File: config.mk
export PLATFORM = sky130hd
export DESIGN_NAME = instruction_cache
export DESIGN_NICKNAME = d
export VERILOG_FILES = /design/src/rtl/cpu_pkg.sv /design/src/rtl/icache_line_store.sv /design/src/rtl/instruction_cache.sv
export SDC_FILE = /design/constraint.sdc
export NUM_CORES = 2
export LEC_CHECK = 0
export CORE_AREA = 2 2 590 592
export DETAILED_ROUTE_END_ITERATION = 8
export DIE_AREA = 0 0 592 594
export SLEW_MARGIN = 20
export SYNTH_ARGS = -nofsm -noshare
export SYNTH_HDL_FRONTEND = slang
export SYNTH_SLANG_ARGS = --single-unit
File: constraint.sdc
create_clock -name clk -period 4.36 [get_ports clk]
set_clock_uncertainty 0.15 [all_clocks]
set_input_delay 0.654 -clock clk [delete_from_list [all_inputs] [get_ports clk]]
set_output_delay 0.654 -clock clk [all_outputs]
set_load 0.01 [all_outputs]
File: src/rtl/cpu_pkg.sv
// cpu_pkg: shared instruction-cache parameters, state encoding and address-field helpers
package cpu_pkg;

    localparam int ICACHE_INDEX_BITS = 6;

    typedef enum logic {
        IC_IDLE,
        IC_MISS
    } icache_state_e;

    function automatic logic [31:0] pc_index(input logic [31:0] pc, input int index_bits);
        return (pc >> 2) & ((32'd1 << index_bits) - 32'd1);
    endfunction

    function automatic logic [31:0] pc_tag(input logic [31:0] pc, input int index_bits);
        return pc >> (index_bits + 2);
    endfunction

endpackage

File: src/rtl/icache_line_store.sv
// icache_line_store: valid/tag/data arrays with combinational read and synchronous write
module icache_line_store #(
    parameter int INDEX_BITS = 6,
    parameter int TAG_BITS   = 24
) (
    input  logic                  clk,
    input  logic                  rst,
    input  logic [INDEX_BITS-1:0] rd_index,
    output logic                  rd_valid,
    output logic [TAG_BITS-1:0]   rd_tag,
    output logic [31:0]           rd_data,
    input  logic                  wr_en,
    input  logic [INDEX_BITS-1:0] wr_index,
    input  logic [TAG_BITS-1:0]   wr_tag,
    input  logic [31:0]           wr_data
);

    localparam int LINES = 1 << INDEX_BITS;

    logic [LINES-1:0]    valid;
    logic [TAG_BITS-1:0] tags [LINES];
    logic [31:0]         data [LINES];

    assign rd_valid = valid[rd_index];
    assign rd_tag   = tags[rd_index];
    assign rd_data  = data[rd_index];

    // Valid bits are the only reset state; a fill marks its line valid
    always_ff @(posedge clk or negedge rst) begin
        if (!rst)
            valid <= '0;
        else if (wr_en)
            valid[wr_index] <= 1'b1;
    end

    // Tag and data payload, never reset
    always_ff @(posedge clk) begin
        if (wr_en) begin
            tags[wr_index] <= wr_tag;
            data[wr_index] <= wr_data;
        end
    end

endmodule

File: src/rtl/instruction_cache.sv
// instruction_cache: direct-mapped one-word-per-line cache with single outstanding miss
module instruction_cache
    import cpu_pkg::*;
#(
    parameter int INDEX_BITS = ICACHE_INDEX_BITS
) (
    input  logic        clk,
    input  logic        rst,
    input  logic        rdy,
    input  logic        fetch_valid,
    input  logic [31:0] fetch_pc,
    input  logic        flush,
    output logic        fetch_ready,
    output logic [31:0] fetch_ins,
    output logic        ic_flag,
    output logic [31:0] ins_addr,
    input  logic [31:0] ins,
    input  logic        ins_rdy
);

    localparam int TAG_BITS = 30 - INDEX_BITS;

    icache_state_e         state;
    logic                  discard;
    logic [INDEX_BITS-1:0] miss_index;
    logic [TAG_BITS-1:0]   miss_tag;
    logic [INDEX_BITS-1:0] req_index;
    logic [TAG_BITS-1:0]   req_tag;
    logic                  line_valid;
    logic [TAG_BITS-1:0]   line_tag;
    logic [31:0]           line_data;
    logic                  hit;
    logic                  fill;

    assign req_index = INDEX_BITS'(pc_index(fetch_pc, INDEX_BITS));
    assign req_tag   = TAG_BITS'(pc_tag(fetch_pc, INDEX_BITS));
    assign hit       = line_valid && (line_tag == req_tag);
    assign fill      = rdy && (state == IC_MISS) && ins_rdy;

    icache_line_store #(
        .INDEX_BITS(INDEX_BITS),
        .TAG_BITS  (TAG_BITS)
    ) u_store (
        .clk     (clk),
        .rst     (rst),
        .rd_index(req_index),
        .rd_valid(line_valid),
        .rd_tag  (line_tag),
        .rd_data (line_data),
        .wr_en   (fill),
        .wr_index(miss_index),
        .wr_tag  (miss_tag),
        .wr_data (ins)
    );

    // Lookup/miss FSM; fetch_ready and ic_flag are single-cycle pulses, all frozen while rdy is low
    always_ff @(posedge clk or negedge rst) begin
        if (!rst) begin
            state       <= IC_IDLE;
            discard     <= 1'b0;
            fetch_ready <= 1'b0;
            fetch_ins   <= '0;
            ic_flag     <= 1'b0;
            ins_addr    <= '0;
            miss_index  <= '0;
            miss_tag    <= '0;
        end else if (rdy) begin
            fetch_ready <= 1'b0;
            ic_flag     <= 1'b0;
            case (state)
                IC_IDLE: begin
                    if (fetch_valid && !fetch_ready && !flush) begin
                        if (hit) begin
                            fetch_ins   <= line_data;
                            fetch_ready <= 1'b1;
                        end else begin
                            ins_addr   <= {fetch_pc[31:2], 2'b00};
                            ic_flag    <= 1'b1;
                            miss_index <= req_index;
                            miss_tag   <= req_tag;
                            state      <= IC_MISS;
                        end
                    end
                end
                IC_MISS: begin
                    if (flush)
                        discard <= 1'b1;
                    if (ins_rdy) begin
                        if (!discard && !flush) begin
                            fetch_ins   <= ins;
                            fetch_ready <= 1'b1;
                        end
                        discard <= 1'b0;
                        state   <= IC_IDLE;
                    end
                end
                default: state <= IC_IDLE;
            endcase
        end
    end

endmodule

==> flow_summary.toml <==
[status]
status = "completed"

[placement]
place_ws_ns = -0.547
place_congestion = 0.841
place_area_um2 = 158000
port-buffer-count = 131
dpl.hpwl_um = 253000

[power]
cellLeakagePower_nw = 55.3
p_per_area_nw_per_um2 = 469
power.total_mw = 79.8
irDropWorstVdd_mv = 0.431

[timing]
worstMarginPinSlew_ns = 1.14
fin_crit_sh_pct = 95.9
fmax_mhz = 239
slew_violations = 0
max_slew_margin_pct = 23.9
hold_violations = 0
setup_violations = 0
fin_ws_ns = 0.179
min_period_ns = 4.18
rsz0062_at_grt = "no"
holdWs_ns = 0.188

[routing]
vias_per_cell = 6.25
drc = 0
dr_total_vias = 77100
firstDrtPassIters = 6
wl_um = 454000
drt_iter0_markers = 12000
final_antenna_net_count = 0
wire_per_inst_um = 36.8

[global_routing]
antenna_found_initial = 28
grt_max_degree = 77
grt-ovfl-total = 0
track_usage_pct = 25.5
grt_pass1_wl_um = 616000
grt_pass1_vias = 74800

[clock_network]
cts_root_buffer = "clkbuf_16"
cts_tree = "yes"
numClockSinks = 3714
clock_latency_ns = 0.91
path_clk_slew_ns = 0.06
htree_levels = 5
cts_buffer_depth = 4
cts_setup_buffers = 0
cts_made_buffers = 370

[layout]
final_common_cell = "edfxtp_1"
stdcell_area_um2 = 170000
areaGrowthSynthToFinish_pct = 17.6
final_cell_mix = "edfxtp_1, mux4_2, buf_4"
drive_gt1_share_pct = 30.7
final_nets = 7501

[critical_path]
worstSetupEndpointType = "register"
critPathArrivalTime_ns = 4.81
critical-path-max-stage-delay_ns = 0.86
r2r_end = "ic_flag"
cp_common_cell = "buf_4"
reg2reg_from = "u_store.tags[22][2]"
cp_max_fo = 19
r2r_setup_slack_ns = 0.38
criticalPathCategory = "in2reg"
crit_path_cell_trace = "buf_4 > nand2b_1 > buf_4 > nor2_1 > buf_4 > a22oi_1 > o22ai_1 > nor4_2 > buf_4 > xnor2_1 > nor4_2 > nand4b_1 > buf_12 > buf_12 > nor3_1 > or3_1"
endpoint = "fetch_ins[19]"
startpoint = "fetch_pc[6]"
rr_worst_depth = 14
cpMaxStageDelayCell = "nor2_1"
critPathRequiredTime_ns = 4.99
critPathLaunchType = "input port"

[synthesis]
synthAdderAreaFrac_pct = 0
synthArstFlopShare_pct = 3.50
synth-simple-area-share_pct = 2.61
syn_area_um2 = 145000
synth_edf_count = 3584
syn-instance-count = 6603
synth-warning-count = 0
ys_types = 79
synth_xor_area_share_pct = 0.109
synth-main-ff-cell = "edfxtp_1"
synth.yosys.seq_area_share_pct = 76.7
synth_top_family_by_area = "multiplexers"
synth_seq_cells = 3714
synth_compound_area_share_pct = 2.19
syn_avg_cell_area_um2 = 21.9
synth_mux_area_share_pct = 16.8

[hold_path]
whs_path_depth = 1
hold_start = "ins[25]"
hp-class = "in2reg"

[floorplan]
initial_core_util_pct = 41.9
core-area_um2 = 345000
die_area_um2 = 352000
rows = 216
die_h_um = 594
ios = 136
die_w_um = 592

[job]
cap_violations = 0
where the power goes:
part           total, mW  internal (mW)  switching, mW
clock               32.4           18.9           13.5
combinational       6.07           2.19           3.89
sequential          41.3           40.8          0.444
total               79.8           61.9           17.8
stage by stage:
step,std cells,util [%],setup TNS (ns)
floorplan,6604,-,0
global placement,11600,45.7,-28.06
detailed placement,11600,45.7,-30.09
CTS,12300,49.3,0
global route,12300,49.3,0
finish,12300,49.3,0
worst min-delay path by stage:
stage | slack [ns] | to
finish | 0.19 | u_store.data[48][25]
global placement | 0.30 | u_store.valid[2]
detailed placement | 0.30 | u_store.valid[37]
global route | 0.20 | u_store.data[50][25]
CTS | 0.17 | u_store.data[53][13]
floorplan | 0.21 | discard
sequential cells by signal, summed over array words and instances, names as in the netlist:
| signal | flops |
|---|---|
| fetch_ready | 1 |
| u_store.valid | 64 |
| state | 1 |
| fetch_ins | 32 |
| ic_flag | 1 |
| miss_tag | 24 |
| discard | 1 |
| u_store.data | 2048 |
| ins_addr | 1 |
| miss_index | 5 |
| u_store.tags | 1536 |
synthesized netlist by cell type (all sizes together) (36+ instances only):
master  number  share of area [%]
edfxtp    3584                 74
mux4       898                 14
mux2i      388                2.7
buf        274                1.3
a22oi      165               0.86
nand2      134               0.35
dfrtp      130                2.2
nand3      121               0.42
nor2       117               0.31
clkbuf     110               0.29
or3         68               0.29
or2         65               0.28
o21ai       63               0.22
a21oi       62               0.21
nor3        57               0.21
nand4       52               0.22
o221ai      39               0.24
and2        36               0.16
critical path, delay by kind of cell:
kind,cells,cell delay [ns]
AND/OR/NAND/NOR,7,2.02
buffers and inverters,6,1.27
AO/OA/AOI/OAI,2,0.44
XOR/XNOR,1,0.38
timing repair:
action	4_1_cts	5_1_grt
resized for setup	0	0
hold buffers	2	0
hold endpoints to repair	76	0
cells by family (layout without fill, tap and decap cells):
family / count (synthesis) / count (layout)
AOI/OAI and AO/OA: 450 / 450
xor gates and xnor gates: 18 / 18
buffers and inverters: 396 / 1526
DFF: 3714 / 3714
muxes: 1301 / 1301
other: 1 / 12
and+or+nand+nor: 723 / 723
final cells by class:
| type | count | area (µm²) |
|---|---|---|
| antenna | 10 | 25.0 |
| clock buffer | 457 | 9930 |
| clock inverter | 218 | 2280 |
| fill | 27400 | 175000 |
| inverter | 8 | 32.5 |
| multi-input combinational | 2494 | 31900 |
| sequential | 3714 | 111000 |
| tap | 4578 | 5730 |
| timing repair buffer | 843 | 9270 |
per-layer routing:
| layer | vias up | global-route usage (%) | share of wire [%] |
|---|---|---|---|
| li1 | 29600 | - | - |
| met1 | 41700 | 36.5 | 39 |
| met2 | 4896 | 39.2 | 46 |
| met3 | 887 | 4.26 | 10 |
| met4 | 6 | 9.73 | 4.3 |
| met5 | - | 0 | 0.0077 |
No activity file was read; power rests on OpenSTA's default activity.
